===== config.mk =====
export PLATFORM = sky130hd
export DESIGN_NAME = screen_sequencer
export DESIGN_NICKNAME = d
export VERILOG_FILES = /design/src/rtl/screen_sequencer.sv
export SDC_FILE = /design/constraint.sdc
export NUM_CORES = 1
export LEC_CHECK = 0
export ABC_CLOCK_PERIOD_IN_PS = 2750
export CAP_MARGIN = 30
export CORE_ASPECT_RATIO = 0.9
export CORE_MARGIN = 4
export CORE_UTILIZATION = 44
export DETAILED_ROUTE_END_ITERATION = 12
export PLACE_DENSITY = 0.69
export SYNTH_ARGS = -nofsm -noshare
export SYNTH_HDL_FRONTEND = slang
export SYNTH_SLANG_ARGS = --single-unit

===== constraint.sdc =====
create_clock -name Clk -period 2.75 [get_ports Clk]
set_input_delay 0.275 -clock Clk [delete_from_list [all_inputs] [get_ports Clk]]
set_output_delay 0.275 -clock Clk [all_outputs]
set_load 0.01 [all_outputs]

===== src/rtl/screen_sequencer.sv =====
// screen_sequencer: game-flow controller for text_display.
// Walks title -> key prompt -> per-level banner -> gameplay -> win screen.
// It tells the game datapath which level to load and when gameplay is live.
// Optional feature: define SCREEN_SEQ_SKIP_KEY_EN so that a key press skips
// the rest of a pre-level banner.
module screen_sequencer #(
   parameter int TITLE_FRAMES  = 60,
   parameter int BANNER_FRAMES = 120,
   parameter int CNT_W         = 8
) (
   input  logic       Clk,
   input  logic       Reset_n,
   input  logic       frame_tick,
   input  logic [7:0] keycode,
   input  logic       level_done,
   output logic       Init1_Active,
   output logic       Init2_Active,
   output logic       Wait_Before_Level1,
   output logic       Wait_Before_Level2,
   output logic       Wait_Before_Level3,
   output logic       game_final,
   output logic       game_active,
   output logic [1:0] level,
   output logic       level_start
);

   typedef enum logic [2:0] {
      S_INIT1, S_INIT2, S_WAIT1, S_WAIT2, S_WAIT3, S_PLAY, S_FINAL
   } state_t;

   // Flag vector order: {Init1, Init2, Wait1, Wait2, Wait3, final, active}.
   localparam logic [6:0] FLAGS_RESET = 7'b1000000;

   localparam logic [CNT_W-1:0] TITLE_LAST  = CNT_W'(TITLE_FRAMES - 1);
   localparam logic [CNT_W-1:0] BANNER_LAST = CNT_W'(BANNER_FRAMES - 1);
   localparam logic [CNT_W-1:0] CNT_MAX     = '1;

   state_t           state_q, state_d;
   logic [CNT_W-1:0] cnt_q, cnt_d;
   logic [1:0]       level_q, level_d;
   logic             level_start_q, level_start_d;
   logic             key_prev_q, key_prev_d;
   logic [6:0]       flags_q, flags_d;

   logic key_now;
   logic key_edge;
   logic title_done;
   logic banner_done;
   logic banner_go;
   logic counting;

   assign key_now     = (keycode != 8'h00);
   assign key_edge    = key_now && !key_prev_q;
   assign title_done  = frame_tick && (cnt_q == TITLE_LAST);
   assign banner_done = frame_tick && (cnt_q == BANNER_LAST);

`ifdef SCREEN_SEQ_SKIP_KEY_EN
   // A fresh key press cuts the banner short; OR-ing with the timeout keeps a
   // coincident key and final tick down to a single transition.
   assign banner_go = banner_done || key_edge;
`else
   // Banners always run their full length; the keyboard is ignored here.
   assign banner_go = banner_done;
`endif

   // Next-state, level tracking and frame counter.
   always_comb begin
      // NOTE: every variable gets a default first so no path infers a latch.
      state_d       = state_q;
      level_d       = level_q;
      level_start_d = 1'b0;
      key_prev_d    = key_now;
      counting      = 1'b0;

      unique case (state_q)
         S_INIT1: begin
            counting = 1'b1;
            if (title_done) state_d = S_INIT2;
         end
         S_INIT2: begin
            if (key_edge) state_d = S_WAIT1;
         end
         S_WAIT1, S_WAIT2, S_WAIT3: begin
            counting = 1'b1;
            if (banner_go) begin
               state_d       = S_PLAY;
               level_start_d = 1'b1;
               case (state_q)
                  S_WAIT1: level_d = 2'd1;
                  S_WAIT2: level_d = 2'd2;
                  default: level_d = 2'd3;
               endcase
            end
         end
         S_PLAY: begin
            // frame_tick is meaningless during gameplay; level_done alone decides.
            if (level_done) begin
               case (level_q)
                  2'd0:    state_d = S_WAIT1;
                  2'd1:    state_d = S_WAIT2;
                  2'd2:    state_d = S_WAIT3;
                  default: state_d = S_FINAL;
               endcase
            end
         end
         S_FINAL: begin
            if (key_edge) begin
               state_d = S_INIT1;
               level_d = 2'd0;
            end
         end
         default: begin
            state_d = S_INIT1;
            level_d = 2'd0;
         end
      endcase

      // Every state change restarts the frame count; it saturates instead of wrapping.
      if (state_d != state_q) begin
         cnt_d = '0;
      end else if (counting && frame_tick && (cnt_q != CNT_MAX)) begin
         cnt_d = cnt_q + 1'b1;
      end else begin
         cnt_d = cnt_q;
      end
   end

   // Decode the screen flags from the next state so the outputs come straight from flops.
   always_comb begin
      flags_d = FLAGS_RESET;
      unique case (state_d)
         S_INIT1: flags_d = 7'b1000000;
         S_INIT2: flags_d = 7'b0100000;
         S_WAIT1: flags_d = 7'b0010000;
         S_WAIT2: flags_d = 7'b0001000;
         S_WAIT3: flags_d = 7'b0000100;
         S_FINAL: flags_d = 7'b0000010;
         S_PLAY:  flags_d = 7'b0000001;
         default: flags_d = FLAGS_RESET;
      endcase
   end

   // State and output registers with asynchronous active-low reset.
   always_ff @(posedge Clk or negedge Reset_n) begin
      if (!Reset_n) begin
         state_q       <= S_INIT1;
         cnt_q         <= '0;
         level_q       <= 2'd0;
         level_start_q <= 1'b0;
         key_prev_q    <= 1'b0;
         flags_q       <= FLAGS_RESET;
      end else begin
         // NOTE: non-blocking assignments keep every flop sampling pre-edge values.
         state_q       <= state_d;
         cnt_q         <= cnt_d;
         level_q       <= level_d;
         level_start_q <= level_start_d;
         key_prev_q    <= key_prev_d;
         flags_q       <= flags_d;
      end
   end

   assign Init1_Active       = flags_q[6];
   assign Init2_Active       = flags_q[5];
   assign Wait_Before_Level1 = flags_q[4];
   assign Wait_Before_Level2 = flags_q[3];
   assign Wait_Before_Level3 = flags_q[2];
   assign game_final         = flags_q[1];
   assign game_active        = flags_q[0];
   assign level              = level_q;
   assign level_start        = level_start_q;

endmodule

Word level (Yosys, flattened, before mapping)
Cells that the tools add are included.
{"block": "word_totals", "regBits": 22, "output_inout_bits": 10, "elab_cells": 59}
{"block": "op_classes", "add_sub_neg": 1, "eq_ne": 20, "muxes": 17, "bitwise": 1, "n_reduce_logical": 14}
{"op": "7-bit case mux with 6 select lines", "n": 1}
{"op": "3-bit equality test, second input constant", "n": 6}
{"op": "8-bit two-way mux", "n": 2}
{"op": "3-bit two-way mux", "n": 5}
{"op": "3-bit case mux with 5 select lines", "n": 1}
{"op": "3-bit by 2-bit equality test with 1-bit output, second input constant", "n": 4}
{"op": "3-bit case mux with 3 select lines", "n": 1}
{"op": "8-bit by 1-bit adder with 8-bit output, second input constant", "n": 1}
{"op": "8-bit by 6-bit equality test with 1-bit output, second input constant", "n": 1}
{"op": "8-bit by 7-bit equality test with 1-bit output, second input constant", "n": 1}
{"op": "8-bit != test, second input constant", "n": 1}
{"op": "8-bit nonzero test", "n": 1}
{"op": "3-bit by 1-bit equality test with 1-bit output, second input constant", "n": 2}
{"op": "2-bit case mux with 3 select lines", "n": 1}
{"op": "3-bit OR reduction", "n": 2}
{"op": "1-bit logical AND", "n": 5}
{"op": "2-bit two-way mux", "n": 2}
{"op": "2-bit != test, second input constant", "n": 2}
{"op": "2-bit case mux with 2 select lines", "n": 1}
{"op": "4-bit OR reduction", "n": 1}
{"op": "3-bit logical NOT", "n": 1}
{"op": "1-bit two-way mux", "n": 3}
{"op": "3-bit != test", "n": 1}
{"op": "3-bit AND reduction", "n": 1}
{"op": "6 further kinds", "n": 6}

Logic depth before layout (Yosys ltp)
{"block": "depth", "depth_word": 7, "ltp_mapped": 7, "ltp_nobuf": 7}

Worst setup path before layout
OpenSTA, ideal clock, no wires.
{"block": "synth_path", "path_kind": "register to register", "startpoint": "register cnt_q[0]", "endpoint": "register cnt_q[0]", "setup_ns": 0.138, "arrival_ns": 1.618, "slack_ns": 0.993, "path_stages_with_launch": 8, "n_path_buf": 1, "period_less_slack_ns": 1.757, "cell_sequence": "dfrtp_1 > ha_1 > nand2b_1 > or4_4 > a311oi_2 > or2_1 > buf_4 > nor3_1"}
{"block": "synth_via", "elab_chain_len": 6, "elab_cells_between_ends": 14, "classes_between": "1 x add/sub; 4 x eq/ne; 5 x mux; 4 x reduce/logical"}
{"element": "from (decl)", "line": "39", "text": "logic [CNT_W-1:0] cnt_q, cnt_d;"}
{"element": "from (signal assigned)", "line": "155", "text": "cnt_q <= cnt_d;"}
{"element": "8-bit by 7-bit equality test with 1-bit output or 8-bit by 6-bit equality test with 1-bit output (tied branches)", "line": "55, 54"}
{"element": "1-bit logical AND (on tied branches)", "line": "55, 54"}
{"element": "3-bit two-way mux (on tied branches)", "line": "85, 78"}
{"element": "3-bit case mux with 5 select lines", "line": "75", "text": "unique case (state_q)"}
{"element": "3-bit != test", "line": "119", "text": "if (state_d != state_q) begin"}
{"element": "8-bit two-way mux or 2-bit nonzero test (tied branches)"}
Several ways; a longest one is shown, not always the timed one. The select of a mux whose other input is x is not followed.
A chain may end at the register's enable or synchronous reset.

Worst setup path after layout
{"block": "layout_path", "startpoint": "register cnt_q[0]", "endpoint": "register cnt_q[1]"}
The elaborated chain is that of the path after synthesis.

==> results.tsv <==
metric	value	unit
outcome	finished clean	
combinationalPowerShare	19.1	%
tritoncts	built	
floorplan.initialDensity	47.99	%
grt_setup_unrepaired	no	
final_net_count	155	
postRouteAntennaNets	0	
clock_pin_slew_worst_setup_and_hold_paths	0.13	ns
grt.overflow.total	0	
synth_edf_count	0	
reg2reg_from	cnt_q[0]	
num_antenna_cells	0	
post_synth_and_or_nand_nor_area_fraction	25.23	%
fin_tns_setup	0	ns
timing.critical_path.required	2.93	ns
post-synth-top-count-cell	sky130_fd_sc_hd__dfrtp_1	
detail_route.drc_violations	0	
io-pin-count	22	
power.switching_fraction	27.52	%
fp-row-count	17	
antenna_found_initial	0	
power.static_leakage	0.6249	nW
post_cts_buffers	0	
cts_repair_resize_count	0	
hold_buffers	0	
postLayoutSetupSlackWorst	0.7370	ns
vias	989	
placeableCoreArea	0.002552	mm2
dp_hpwl	2.107	mm
cp.arrival	2.19	ns
grt_max_degree	23	
maxCapViolations	0	
first_global_vias	971	
report.final.setup_viol	0	
postSynthAreaPerCell	10.21	um2
cts.path.max_buffers	2	
grt_pass1_wl	4.774	mm
synth_sequential_area_ratio	45.05	%
vdd.ir_drop.worst	365.5	uV
async_sr_flop_fraction	100.0	%
start_kind	flip-flop	
regToRegSetupSlack	0.74	ns
critical_path_class	reg2reg	
power.density	528.3	mW/mm2
clkLatencyLatePin	0.31	ns
synth_top_cells_by_area	sky130_fd_sc_hd__dfrtp_1 43%, sky130_fd_sc_hd__nor3_1 4.5%, sky130_fd_sc_hd__nand2_1 3.7%	
power.net_switching	0.2185	mW
syn-cell-area	0.001225	mm2
wire_per_inst	16.85	um
r2r_end	cnt_q[1]	
drt_first_pass_iters	4	
yosys_register_bits	22	
finalCriticalPeriod	2.013	ns
cts-root-buf	sky130_fd_sc_hd__clkbuf_4	
placement.setup.worst_slack	0.6139	ns
synth_compound_gate_area_share	17.77	%
tightest_pin_transition	0.5150	ns
die-area	0.003693	mm2
gpl.final_weighted_congestion	0.8263	
timing.hold.worst.class	in2async	
synthDominantAreaCellType	sky130_fd_sc_hd__dfrtp_1	
multiplexer_area_fraction_after_synthesis	0.8172	%
clock_sinks	22	
maxClockFrequency	496.8	MHz
layout-area-overhead-vs-synth	22.68	%
final-max-slew-violation-count	0	
r2r.worst_path.cells	6	
dominant_combinational_cell_family_by_area_after_synthesis	simple AND/OR/NAND/NOR gates	
postRouteWirelength	2.847	mm
post-synth-top-area-fraction	42.90	%
detail_route.vias_per_cell	5.852	
syn-instance-count	120	
power.share.sequential	49.4	%
dieWidth	63.62	um
power.internal	0.5754	mW
clock_skew	0.008957	ns
global_route.usage.total	16.48	%
ctsHtreeMaxLevel	1	
synth_fa_ha_area_share	1.021	%
numCtsBuffers	3	
slew_headroom	65.66	%
post_synth_most_frequent_cells	21 x sky130_fd_sc_hd__dfrtp_1, 12 x sky130_fd_sc_hd__nand2_1, 11 x sky130_fd_sc_hd__nor3_1	
detailedRoute.firstIterationViolations	73	
synth_ff_type	sky130_fd_sc_hd__dfrtp_1	
endpoint_kind	flip-flop	
final_min_period_over_clock_period	73.20	%
worstPathMaxFanout	6	
chipHeight	58.06	um
post_route_cells_drive_above_1_share	14.18	%
synth_warnings	0	
synth_xor_xnor_area_share	5.720	%
timing_hold_violations_final	0	
relative_contribution_of_the_clock_network_to_total_power	31.5	%
place.port_buffers	21	
syn_nets	133	
yosys.cell_types.count	43	
==> power by group through the flow <==
stage / logic, mW / clock network, mW / registers [mW]
2_1_floorplan: 0.0977 / 0 / 0.385
3_3_place_gp: 0.146 / 0 / 0.395
3_5_place_dp: 0.154 / 0 / 0.398
4_1_cts: 0.155 / 0.258 / 0.391
5_1_grt: 0.171 / 0.271 / 0.396
6_report: 0.152 / 0.250 / 0.392
==> cells in the final DEF (no fill, tap or decap), drive strengths merged, types with 2 or more instances in the layout <==
cell and n:
dfrtp 21, clkbuf 3, nor2 5, a21o 2
o21ai 2, o21a 2, nand2 12, xnor2 5
a21oi 5, nand2b 4, nand4 3, nor4 3
nor3 12, a22oi 3, and3 4, nand3 2
xor2 3, inv 7, clkdlybuf4s50 21, or3 2
==> worst max-delay path, cell delays in order (launching register included) <==
cell and delay [ns]:
sky130_fd_sc_hd__dfrtp_1 0.40, sky130_fd_sc_hd__ha_1 0.23, sky130_fd_sc_hd__nand4_1 0.18, sky130_fd_sc_hd__and4bb_2 0.41, sky130_fd_sc_hd__nor2_1 0.08, sky130_fd_sc_hd__a21oi_1 0.44, sky130_fd_sc_hd__nor3_1 0.13
==> worst max-delay path by stage <==
stage,startpoint,to,slack [ns],cells past startpoint
global route,cnt_q[0],cnt_q[3],0.63,6
global placement,frame_tick,cnt_q[1],0.66,6
detailed placement,frame_tick,cnt_q[1],0.61,6
floorplan,cnt_q[0],cnt_q[0],0.99,7
finish,cnt_q[0],cnt_q[1],0.74,6
CTS,cnt_q[0],cnt_q[1],0.78,6
==> metrics by stage <==
stage | util (%) | cells | total power [mW] | hold slack, ns | area, um2
after detailed placement | 56.81 | 165 | 0.5513 | 0.5762 | 1450
after CTS | 58.87 | 169 | 0.8034 | 0.3039 | 1503
after global routing | 58.87 | 169 | 0.8391 | 0.3074 | 1503
after floorplan | - | 120 | 0.4827 | -0.02059 | 1225
after global placement | 56.81 | 165 | 0.5410 | 0.5645 | 1450
final | 58.87 | 169 | 0.7939 | 0.2950 | 1503
==> per-layer routing <==
metal  wire [um]  vias to the layer above  track usage [%]
met5           0                        -                0
met4          21                        0            2.769
met3         259                        4            5.814
met2        1312                       41            25.89
met1        1254                      474            22.29
li1            -                      470                -
==> flip-flops by register name, summed over array words and instances, names as in the netlist <==
name and cells:
level 2, state_q 3, cnt_q 8, key_prev_q 1, level_start 1, flags_q 7
==> area by class of cell <==
| class | instances | area, um2 |
|---|---|---|
| Clock buffer | 3 | 22.52 |
| Clock inverter | 1 | 30.03 |
| Fill cell | 222 | 1050 |
| Inverter | 7 | 26.28 |
| Multi-Input combinational cell | 86 | 619.3 |
| Sequential cell | 22 | 551.8 |
| Tap cell | 28 | 35.03 |
| Timing Repair Buffer | 22 | 217.7 |
==> logic make-up after synthesis <==
| family | count (synthesis) |
|---|---|
| adder cells (fa/ha/maj) | 1 |
| AND/OR/NAND/NOR | 53 |
| buffers and inverters | 12 |
| XOR/XNOR | 8 |
| AO/OA/AOI/OAI | 23 |
| flip-flops | 22 |
| multiplexers | 1 |
No activity file was read; power rests on OpenSTA's default activity.
